<file path="src/rtl/motor_pkg.sv">
// motor_pkg: shared types and default constants for the gate motor sequencer.
//   motor_state_t    : sequencer state encoding
//   HOLD_CYCLES_DEF  : default number of cycles the gate stays open
//   RUN_TIMEOUT_DEF  : default maximum cycles allowed while the motor runs
//   CNT_W_DEF        : default state counter width
//   is_moving()      : true in the states that drive the motor
package motor_pkg;

    typedef enum logic [2:0] {
        ST_IDLE    = 3'd0,
        ST_OPENING = 3'd1,
        ST_HOLD    = 3'd2,
        ST_CLOSING = 3'd3,
        ST_FAULT   = 3'd4
    } motor_state_t;

    localparam int unsigned HOLD_CYCLES_DEF = 32'd50_000_000;
    localparam int unsigned RUN_TIMEOUT_DEF = 32'd200_000_000;
    localparam int unsigned CNT_W_DEF       = 32'd28;

    function automatic logic is_moving(input motor_state_t s);
        return (s == ST_OPENING) || (s == ST_CLOSING);
    endfunction

endpackage

</file>
<file path="src/rtl/motor_sequencer_req_edge.sv">
// req_edge: rising-edge detector for one requester level.
//   clk    : system clock
//   rst_n  : synchronous active-low reset
//   lvl_i  : request level, already synchronous to clk
//   rise_o : high in the cycle where lvl_i is high and was low at the previous sample
module req_edge (
    input  logic clk,
    input  logic rst_n,
    input  logic lvl_i,
    output logic rise_o
);

    logic prev_q;
    logic prev_d;

    // Next value of the level history.
    always_comb begin
        prev_d = lvl_i;
    end

    // History register. While reset is held it tracks the level, so a level
    // that stays high across reset release does not look like a new edge.
    always_ff @(posedge clk) begin
        if (!rst_n) begin
            prev_q <= lvl_i;
        end else begin
            prev_q <= prev_d;
        end
    end

    assign rise_o = lvl_i & ~prev_q;

endmodule

</file>
<file path="src/rtl/motor_sequencer.sv">
// motor_sequencer: open/hold/close gate motor sequencer shared by an RFID
// reader and a push-button, with limit-switch stops, estop and fault latch.
//   clk, rst_n            : clock, synchronous active-low reset
//   rf_req, btn_req       : request levels (rising edge = request, rf wins)
//   lim_open, lim_closed  : limit switches
//   estop                 : emergency stop level, highest priority
//   motor_en, motor_dir   : motor drive enable, direction (1 = open)
//   busy, fault           : not-IDLE, in-FAULT status
//   grant_rf, grant_btn   : one-cycle accept pulses
// Optional feature macro: MOTOR_SEQ_TIMEOUT_EN enables the run-time watchdog.
// All outputs are registered; they reflect the state chosen at the last edge.
import motor_pkg::*;

module motor_sequencer #(
    parameter int unsigned HOLD_CYCLES = HOLD_CYCLES_DEF,
    parameter int unsigned RUN_TIMEOUT = RUN_TIMEOUT_DEF,
    parameter int unsigned CNT_W       = CNT_W_DEF
) (
    input  logic clk,
    input  logic rst_n,
    input  logic rf_req,
    input  logic btn_req,
    input  logic lim_open,
    input  logic lim_closed,
    input  logic estop,
    output logic motor_en,
    output logic motor_dir,
    output logic busy,
    output logic fault,
    output logic grant_rf,
    output logic grant_btn
);

    localparam logic [CNT_W-1:0] HOLD_LAST = CNT_W'(HOLD_CYCLES - 32'd1);
    localparam logic [CNT_W-1:0] CNT_MAX   = {CNT_W{1'b1}};

    // Reject a counter too narrow to reach either terminal count.
    if (((64'd1 << CNT_W) <= 64'(HOLD_CYCLES)) || ((64'd1 << CNT_W) <= 64'(RUN_TIMEOUT))) begin : g_bad_cnt_w
        $error("motor_sequencer: CNT_W too narrow for HOLD_CYCLES/RUN_TIMEOUT");
    end

`ifdef MOTOR_SEQ_TIMEOUT_EN
    localparam logic [CNT_W-1:0] RUN_LAST = CNT_W'(RUN_TIMEOUT - 32'd1);
`endif

    motor_state_t     state_q, state_d;
    logic [CNT_W-1:0] cnt_q, cnt_d;
    logic             cnt_restart_s;
    logic             motor_en_q, motor_en_d;
    logic             motor_dir_q, motor_dir_d;
    logic             busy_q, busy_d;
    logic             fault_q, fault_d;
    logic             grant_rf_q, grant_rf_d;
    logic             grant_btn_q, grant_btn_d;
    logic             rf_rise_s, btn_rise_s, any_rise_s;

    req_edge u_rf_edge  (.clk(clk), .rst_n(rst_n), .lvl_i(rf_req),  .rise_o(rf_rise_s));
    req_edge u_btn_edge (.clk(clk), .rst_n(rst_n), .lvl_i(btn_req), .rise_o(btn_rise_s));

    assign any_rise_s = rf_rise_s | btn_rise_s;

    // State, counter and output registers.
    always_ff @(posedge clk) begin
        if (!rst_n) begin
            state_q     <= ST_IDLE;
            cnt_q       <= '0;
            motor_en_q  <= 1'b0;
            motor_dir_q <= 1'b0;
            busy_q      <= 1'b0;
            fault_q     <= 1'b0;
            grant_rf_q  <= 1'b0;
            grant_btn_q <= 1'b0;
        end else begin
            state_q     <= state_d;
            cnt_q       <= cnt_d;
            motor_en_q  <= motor_en_d;
            motor_dir_q <= motor_dir_d;
            busy_q      <= busy_d;
            fault_q     <= fault_d;
            grant_rf_q  <= grant_rf_d;
            grant_btn_q <= grant_btn_d;
        end
    end

    // Next state, grants and counter.
    always_comb begin
        state_d       = state_q;
        cnt_restart_s = 1'b0;
        grant_rf_d    = 1'b0;
        grant_btn_d   = 1'b0;
        if (estop) begin
            state_d = ST_FAULT;
        end else if ((state_q != ST_FAULT) && lim_open && lim_closed) begin
            // Both limits at once means a broken switch or harness.
            state_d = ST_FAULT;
        end else begin
            case (state_q)
                ST_IDLE: begin
                    if (any_rise_s) begin
                        if (rf_rise_s) begin
                            grant_rf_d = 1'b1;
                        end else begin
                            grant_btn_d = 1'b1;
                        end
                        state_d = lim_open ? ST_HOLD : ST_OPENING;
                    end else begin
                        state_d = ST_IDLE;
                    end
                end
                ST_OPENING: begin
                    if (lim_open) begin
                        state_d = ST_HOLD;
`ifdef MOTOR_SEQ_TIMEOUT_EN
                    end else if (cnt_q == RUN_LAST) begin
                        state_d = ST_FAULT;
`endif
                    end else begin
                        state_d = ST_OPENING;
                    end
                end
                ST_HOLD: begin
                    // A request beats expiry so a late arrival still keeps the gate open.
                    if (any_rise_s) begin
                        cnt_restart_s = 1'b1;
                        if (rf_rise_s) begin
                            grant_rf_d = 1'b1;
                        end else begin
                            grant_btn_d = 1'b1;
                        end
                    end else if (cnt_q == HOLD_LAST) begin
                        state_d = ST_CLOSING;
                    end else begin
                        state_d = ST_HOLD;
                    end
                end
                ST_CLOSING: begin
                    if (lim_closed) begin
                        state_d = ST_IDLE;
                    end else if (any_rise_s) begin
                        state_d = ST_OPENING;
                        if (rf_rise_s) begin
                            grant_rf_d = 1'b1;
                        end else begin
                            grant_btn_d = 1'b1;
                        end
`ifdef MOTOR_SEQ_TIMEOUT_EN
                    end else if (cnt_q == RUN_LAST) begin
                        state_d = ST_FAULT;
`endif
                    end else begin
                        state_d = ST_CLOSING;
                    end
                end
                ST_FAULT: begin
                    // Only the local button may clear a fault; estop is already low here.
                    if (btn_rise_s) begin
                        state_d     = ST_IDLE;
                        grant_btn_d = 1'b1;
                    end else begin
                        state_d = ST_FAULT;
                    end
                end
                default: begin
                    state_d = ST_FAULT;
                end
            endcase
        end

        // Counter clears on any state change or hold extension and saturates.
        if ((state_d != state_q) || cnt_restart_s) begin
            cnt_d = '0;
        end else if (is_moving(state_q) || (state_q == ST_HOLD)) begin
            cnt_d = (cnt_q == CNT_MAX) ? cnt_q : cnt_q + {{(CNT_W-1){1'b0}}, 1'b1};
        end else begin
            cnt_d = cnt_q;
        end
    end

    // Outputs decoded from the next state so they are valid right after the edge.
    always_comb begin
        motor_en_d  = is_moving(state_d);
        motor_dir_d = (state_d == ST_OPENING);
        busy_d      = (state_d != ST_IDLE);
        fault_d     = (state_d == ST_FAULT);
    end

    assign motor_en  = motor_en_q;
    assign motor_dir = motor_dir_q;
    assign busy      = busy_q;
    assign fault     = fault_q;
    assign grant_rf  = grant_rf_q;
    assign grant_btn = grant_btn_q;

endmodule

</file>
<file path="config.mk">
export PLATFORM = sky130hd
export DESIGN_NAME = motor_sequencer
export DESIGN_NICKNAME = d
export VERILOG_FILES = /design/src/rtl/motor_pkg.sv /design/src/rtl/motor_sequencer_req_edge.sv /design/src/rtl/motor_sequencer.sv
export SDC_FILE = /design/constraint.sdc
export NUM_CORES = 1
export LEC_CHECK = 0
export ABC_AREA = 1
export BUFFER_PORTS_ARGS = -buffer_cell sky130_fd_sc_hd__buf_2
export CAP_MARGIN = 20
export CORE_MARGIN = 8
export CORE_UTILIZATION = 55
export DETAILED_ROUTE_END_ITERATION = 8
export GPL_ROUTABILITY_DRIVEN = 1
export PLACE_DENSITY_LB_ADDON = 0.3
export SYNTH_ARGS = -nofsm -noshare
export SYNTH_HDL_FRONTEND = slang
export SYNTH_SLANG_ARGS = --single-unit
</file>
<file path="constraint.sdc">
create_clock -name clk -period 1.8 [get_ports clk]
set_input_delay 0.18 -clock clk [delete_from_list [all_inputs] [get_ports clk]]
set_output_delay 0.18 -clock clk [all_outputs]
set_load 0.01 [all_outputs]
</file>
* After elaboration in Yosys (flattened, before gate mapping)
Cells that the tools add are included.
** Word-level totals
- ROM bits :: 0
- Bits of input ports :: 7
- Bits in latches :: 0
- Output and inout port bits :: 6
- Register bits :: 39
- Memory bits (writable) :: 0
- Memories :: 0
- Logic and storage cells :: 64
** Operators by class
- Equality and inequality tests :: 11
- Multiplexer cells :: 23
- Magnitude comparators :: 0
- Add/sub/neg operators :: 1
- $mul :: 0
- Div/mod/pow operators :: 0
- Bitwise gates (word level) :: 7
- Reductions and logical operators :: 12
- Shift-type cells :: 0
** Operators by type and width (number)
- adder 28 x 1 -> 28 bit, second input constant :: 1
- == test 28 x 26 -> 1 bit, second input constant :: 1
- == test 28 bit, second input constant :: 1
- case mux 3 bit (5 select lines) :: 1
- 2-to-1 mux 1 bit :: 12
- 2-to-1 mux 3 bit :: 4
- == test 3 x 2 -> 1 bit, second input constant :: 3
- 2-to-1 mux 2 bit :: 4
- == test 3 x 1 -> 1 bit, second input constant :: 2
- == test 3 bit, second input constant :: 2
- logical OR 1 bit :: 4
- NOT 1 bit :: 4
- OR reduction 2 bit :: 2
- logical NOT 3 bit :: 1
- inequality test 3 bit :: 1
- inequality test 3 bit, second input constant :: 1
- case mux 1 bit (3 select lines) :: 1
- nonzero test 3 bit :: 1
- OR reduction 3 bit :: 1
- AND 1 bit :: 2
- logical AND 1 bit :: 2
- case mux 1 bit (2 select lines) :: 1
- AND reduction 2 bit :: 1
- OR 1 bit :: 1

* Longest topological paths before layout
- Depth after elaboration :: 11
- Gate-level depth with buffers :: 13
- Gate-level depth less buffers :: 12

* By module
Synthesis repeated with hierarchy kept, for this count alone.
** Second synthesis, totals
- Cell total of the unflattened synthesis :: 411
- Area, all modules :: 2516.2 sq um
** By module, submodules not included
- motor_sequencer :: area an instance 2456.1 sq um, cells an instance 405, seq. area each 740.7 sq um, instances 1
- req_edge :: area an instance 30.0 sq um, cells an instance 3, seq. area each 20.0 sq um, instances 2

* Least setup slack after synthesis
OpenSTA, ideal clock, no wires.
- Path type :: reg2reg
- From :: reg cnt_q[0]
- To :: reg cnt_q[16]
- Cell stages (with the launch flop) :: 14
- Setup time :: 0.116 ns
- Path buffers :: 1
- Arrival time :: 1.643 ns
- Period minus slack after synthesis :: 1.760 ns
- Path slack :: 0.040 ns
- Required time :: 1.684 ns
- Cells stage by stage :: dfxtp_1 ha_1 inv_2 nor2_4 nand3_1 nor2_1 nand3_1 nand2_2 nand2_1 nand2_1 nand2_2 nand2_4 buf_8 nor2_2
** On the way
- Longest elaborated chain between the ends :: 9
- Elaborated cells on any way between the ends :: 13
- Classes of those cells :: add/sub (1); eq/ne (3); mux (5); bitwise (1); reduce/logical (3)
** Ends and longest elaborated chain
- from (decl) :: line motor_sequencer.sv:47 : logic [CNT_W-1:0] cnt_q, cnt_d;
- from (signal assigned) :: line motor_sequencer.sv:75 : cnt_q <= cnt_d;
- == test 28 x 26 -> 1 bit :: line motor_sequencer.sv:130 : end else if (cnt_q == HOLD_LAST) begin
- 2-to-1 mux 1 bit :: line motor_sequencer.sv:130
- 2-to-1 mux 3 bit :: line motor_sequencer.sv:123 : if (any_rise_s) begin
- case mux 3 bit (5 select lines) :: line motor_sequencer.sv:97 : case (state_q)
- 2-to-1 mux 3 bit :: line motor_sequencer.sv:93 : end else if ((state_q != ST_FAULT) && lim_open && lim_closed) begin
- 2-to-1 mux 3 bit :: line motor_sequencer.sv:91 : if (estop) begin
- inequality test 3 bit :: line motor_sequencer.sv:170 : if ((state_d != state_q) || cnt_restart_s) begin
- logical OR 1 bit :: line motor_sequencer.sv:170
- OR reduction 2 bit (no source line)
Parallel ways exist; a longest one is shown, timed or not.
A chain may end at the register's enable or synchronous reset.

* Worst setup path in the final report
- From :: in rf_req
- To :: reg cnt_q[27]
** On the way
- Longest elaborated chain between the ends :: 10
- Elaborated cells on any way between the ends :: 16
- Classes of those cells :: eq/ne (1); mux (11); bitwise (2); reduce/logical (2)
** Ends and longest elaborated chain
- from (decl) :: line motor_sequencer.sv:21 : input logic rf_req,
- AND 1 bit * :: line motor_sequencer_req_edge.sv:31 : assign rise_o = lvl_i & ~prev_q;
- OR 1 bit * :: line motor_sequencer.sv:60 : assign any_rise_s = rf_rise_s | btn_rise_s;
- 2-to-1 mux 2 bit :: line motor_sequencer.sv:139 : end else if (any_rise_s) begin
- 2-to-1 mux 2 bit :: line motor_sequencer.sv:137 : if (lim_closed) begin
- case mux 3 bit (5 select lines) :: line motor_sequencer.sv:97
- 2-to-1 mux 3 bit :: line motor_sequencer.sv:93
- 2-to-1 mux 3 bit :: line motor_sequencer.sv:91
- inequality test 3 bit :: line motor_sequencer.sv:170
- logical OR 1 bit * :: line motor_sequencer.sv:170
- OR reduction 2 bit (no source line) *
Every way passes the cells marked *; elsewhere a longest branch is shown, timed or not.

==> metrics <==
WHS=around 0.21 ns; worst clock skew=0.00987 ns; FMAX=545 MHz; simple-gate share of the synthesized area=approximately 46%; top-level I/O count=13; Final Util=approximately four fifths; largest net degree at the start of global routing=26; met1 usage=between 20 and 25%; fin crit share=102%; Yosys top cell area share=about 30%; final wirelength=slightly below 9000 µm; Die H=about 84 µm; WL per Instance=roughly 16 µm; Max-Cap Viols=0; # DRC=0; total power=roughly 1.7 mW; final setup vio count=19; Final min period=roughly 1.8 ns; Post-Syn Area=approximately 0.0026 mm²; sequential element share of the synthesized area=30.4%; CTS Buf Count=5; Syn Nets=~410; Synth Instances=~410; Crit. End Element=register; CP arrival=2.02 ns; CP Max Fanout=6; final hold vios=0; Via Count=around 3.1k; Pleak=roughly 1.5 nW; DRT antenna net count=0; Slew @ Worst Pin=between 0.4 and 0.5 ns; Top Usage Layer GRT=met2; crit path from=rf_req; area of the core=0.00460 mm²; vias per cell=approximately 5.6; Yosys reg bits=39; Worst Hold Class=in2reg; Clock Latency Late Sink=around 0.3 ns; Die Area=between 0.007 and 0.008 mm²; vias in the first global route=between 2k and 3k; Hold Crit Start=rst_n; # clock sinks=39; max-slew violation count=0; GRT overflow=0; initial antenna violation count=0; Layout area overhead=40.5%; ranking of synthesized cells by area=dfxtp_1 30%, nand2_1 17%, nor2_1 7.7%; maximum VDD drop=507 µV; Unique masters post-synth=32; Synth Area in XOR/XNOR=4.09%; GR Util met3=4.26%; kind of critical path=in2reg; post-synth top area cell=dfxtp_1; Slew headroom=70.2%; Die Wd=between 80 and 90 µm; IO buf count=12; mux cell area share after synthesis=0%; Pre-antenna DRT Iters=5; H-tree depth=2; 1st-iter DRT viols=between 300 and 400; RSZ-0062 raised after global routing=true; CTS tree=yes; Pwr Density=roughly 470 mW/mm²; site row count=25; dpl hpwl=~5100 µm; GRT Total Usage=between 10% and 20%; setup TNS=-0.397 ns; outcome=finished, violations left; RR Startpoint=cnt_q[1]$_SDFFE_PP0P_; Antenna diodes=0; largest family of logic cells by synthesized area=simple AND/OR/NAND/NOR gates; met2 Use GR=33.8%; post-layout net count=506; share of layout cells above drive strength 1=a little over a third; Clock Path Buffers=2; Worst EP required=between 1.5 and 2 ns; root buffer cell=clkbuf_8; global-route wire length before repair=11500 µm; post-synthesis compound-gate area fraction=under 10%; Avg Inst Size Synth=approximately 6.3 µm²; Worst-path clk slew=about 0.08 ns; slack of the critical path=-0.0348 ns; critical path launch point type=primary input; yosys warns=0; placer congestion estimate=~0.97; Initial Utilization=55.9%; failing checks=setup timing; Synth Area in Adders=0.487%
-- state kept, by name (all words and copies together), names as in the netlist --
register,cells
busy,1
cnt_q,28
grant_btn,1
motor_dir,1
motor_en,1
u_btn_edge.prev_q,1
u_rf_edge.prev_q,1
state_q,3
grant_rf,1
fault,1
-- cells in the mapped netlist --
cell,number
nand2_2,4
or2_2,1
buf_6,3
inv_1,51
nand3_1,26
nand2_1,119
nor2_4,3
o211ai_1,1
o21bai_1,2
nand4_1,6
nor3_1,9
nor3b_1,1
inv_2,5
nor3_4,1
nand3b_1,2
nand3_2,1
o21ai_0,5
a21boi_2,1
xnor2_1,2
dfxtp_1,39
nand2_4,2
buf_8,2
nor3_2,4
xor2_1,10
nor2_1,53
a21oi_1,22
clkbuf_1,1
o21ai_1,4
ha_1,1
a31oi_1,1
buf_12,1
nor2_2,23
-- power breakdown --
part / total [mW] / internal, mW / switching, mW
clock: 0.589 / 0.272 / 0.316
sequential: 0.876 / 0.872 / 0.00385
combinational: 0.249 / 0.104 / 0.145
total: 1.71 / 1.25 / 0.465
-- worst paths after layout --
check	slack [ns]	to	depth (start not counted)
setup / recovery	-0.03	cnt_q[27]$_SDFFE_PP0P_	13
setup reg to reg	-0.03	cnt_q[27]$_SDFFE_PP0P_	14
hold reg to reg	0.55	cnt_q[20]$_SDFFE_PP0P_	3
hold / removal	0.21	motor_en$_SDFF_PN0_	3
-- cells by family after synthesis --
family,count (synthesis)
buf+inv,63
xor+xnor,12
flops,39
compound gates,36
fa+ha+maj,1
simple gates,255
-- metrics by stage --
step | instances | area, µm² | worst slack [ns]
6_report | 553 | 3610 | -0.0348
5_1_grt | 553 | 3610 | -0.123
2_1_floorplan | 406 | 2570 | 0.0404
3_5_place_dp | 524 | 3070 | -0.309
3_3_place_gp | 524 | 3070 | -0.220
4_1_cts | 534 | 3200 | 0.00447
-- what timing repair did --
item | 4_1_cts | 5_1_grt
hold buffers | 2 | 0
endpoints found under the hold margin | 2 | 0
pin swaps | 0 | 20
resized for setup | 7 | 60
cloned | 0 | 6
setup buffers | 0 | 13
endpoints found under the setup margin | 27 | 28
-- worst max-delay path, cell delays in order --
cell and delay (ns):
dlygate4sd3_1 0.54, buf_2 0.15, nand2_4 0.08, nand3_1 0.13, nor2_1 0.12, nand3_1 0.11
nand2_2 0.13, nand2_2 0.08, nand2_2 0.09, nand2_4 0.07, nand2_8 0.13, clkbuf_16 0.16
nor2_1 0.04
-- layout by cell type (no fill, tap or decap), types with 10 or more instances in the layout --
cell     instances
nand2_1        106
nand3_1         24
inv_1           47
nor2_1          45
nand2_2         13
dfxtp_1         32
nor2_2          22
a21oi_1         22
xor2_1          10
buf_2           12
buf_4           67
nor2_4          12
-- per-layer routing --
metal	up-vias	share of wire, %
li1	1446	-
met2	187	49
met1	1411	37
met4	0	4.7
met5	-	0
met3	50	9.0
-- area by class of cell --
class                      instances  area, µm²
multi-input combinational        306       1710
fill                             288        988
sequential                        39        792
timing repair buffer              90        738
inverter                          56        218
clock buffer                       7       76.3
tap                               54       67.6
clock inverter                     1       5.00
Power figures use the tool's default switching activity.
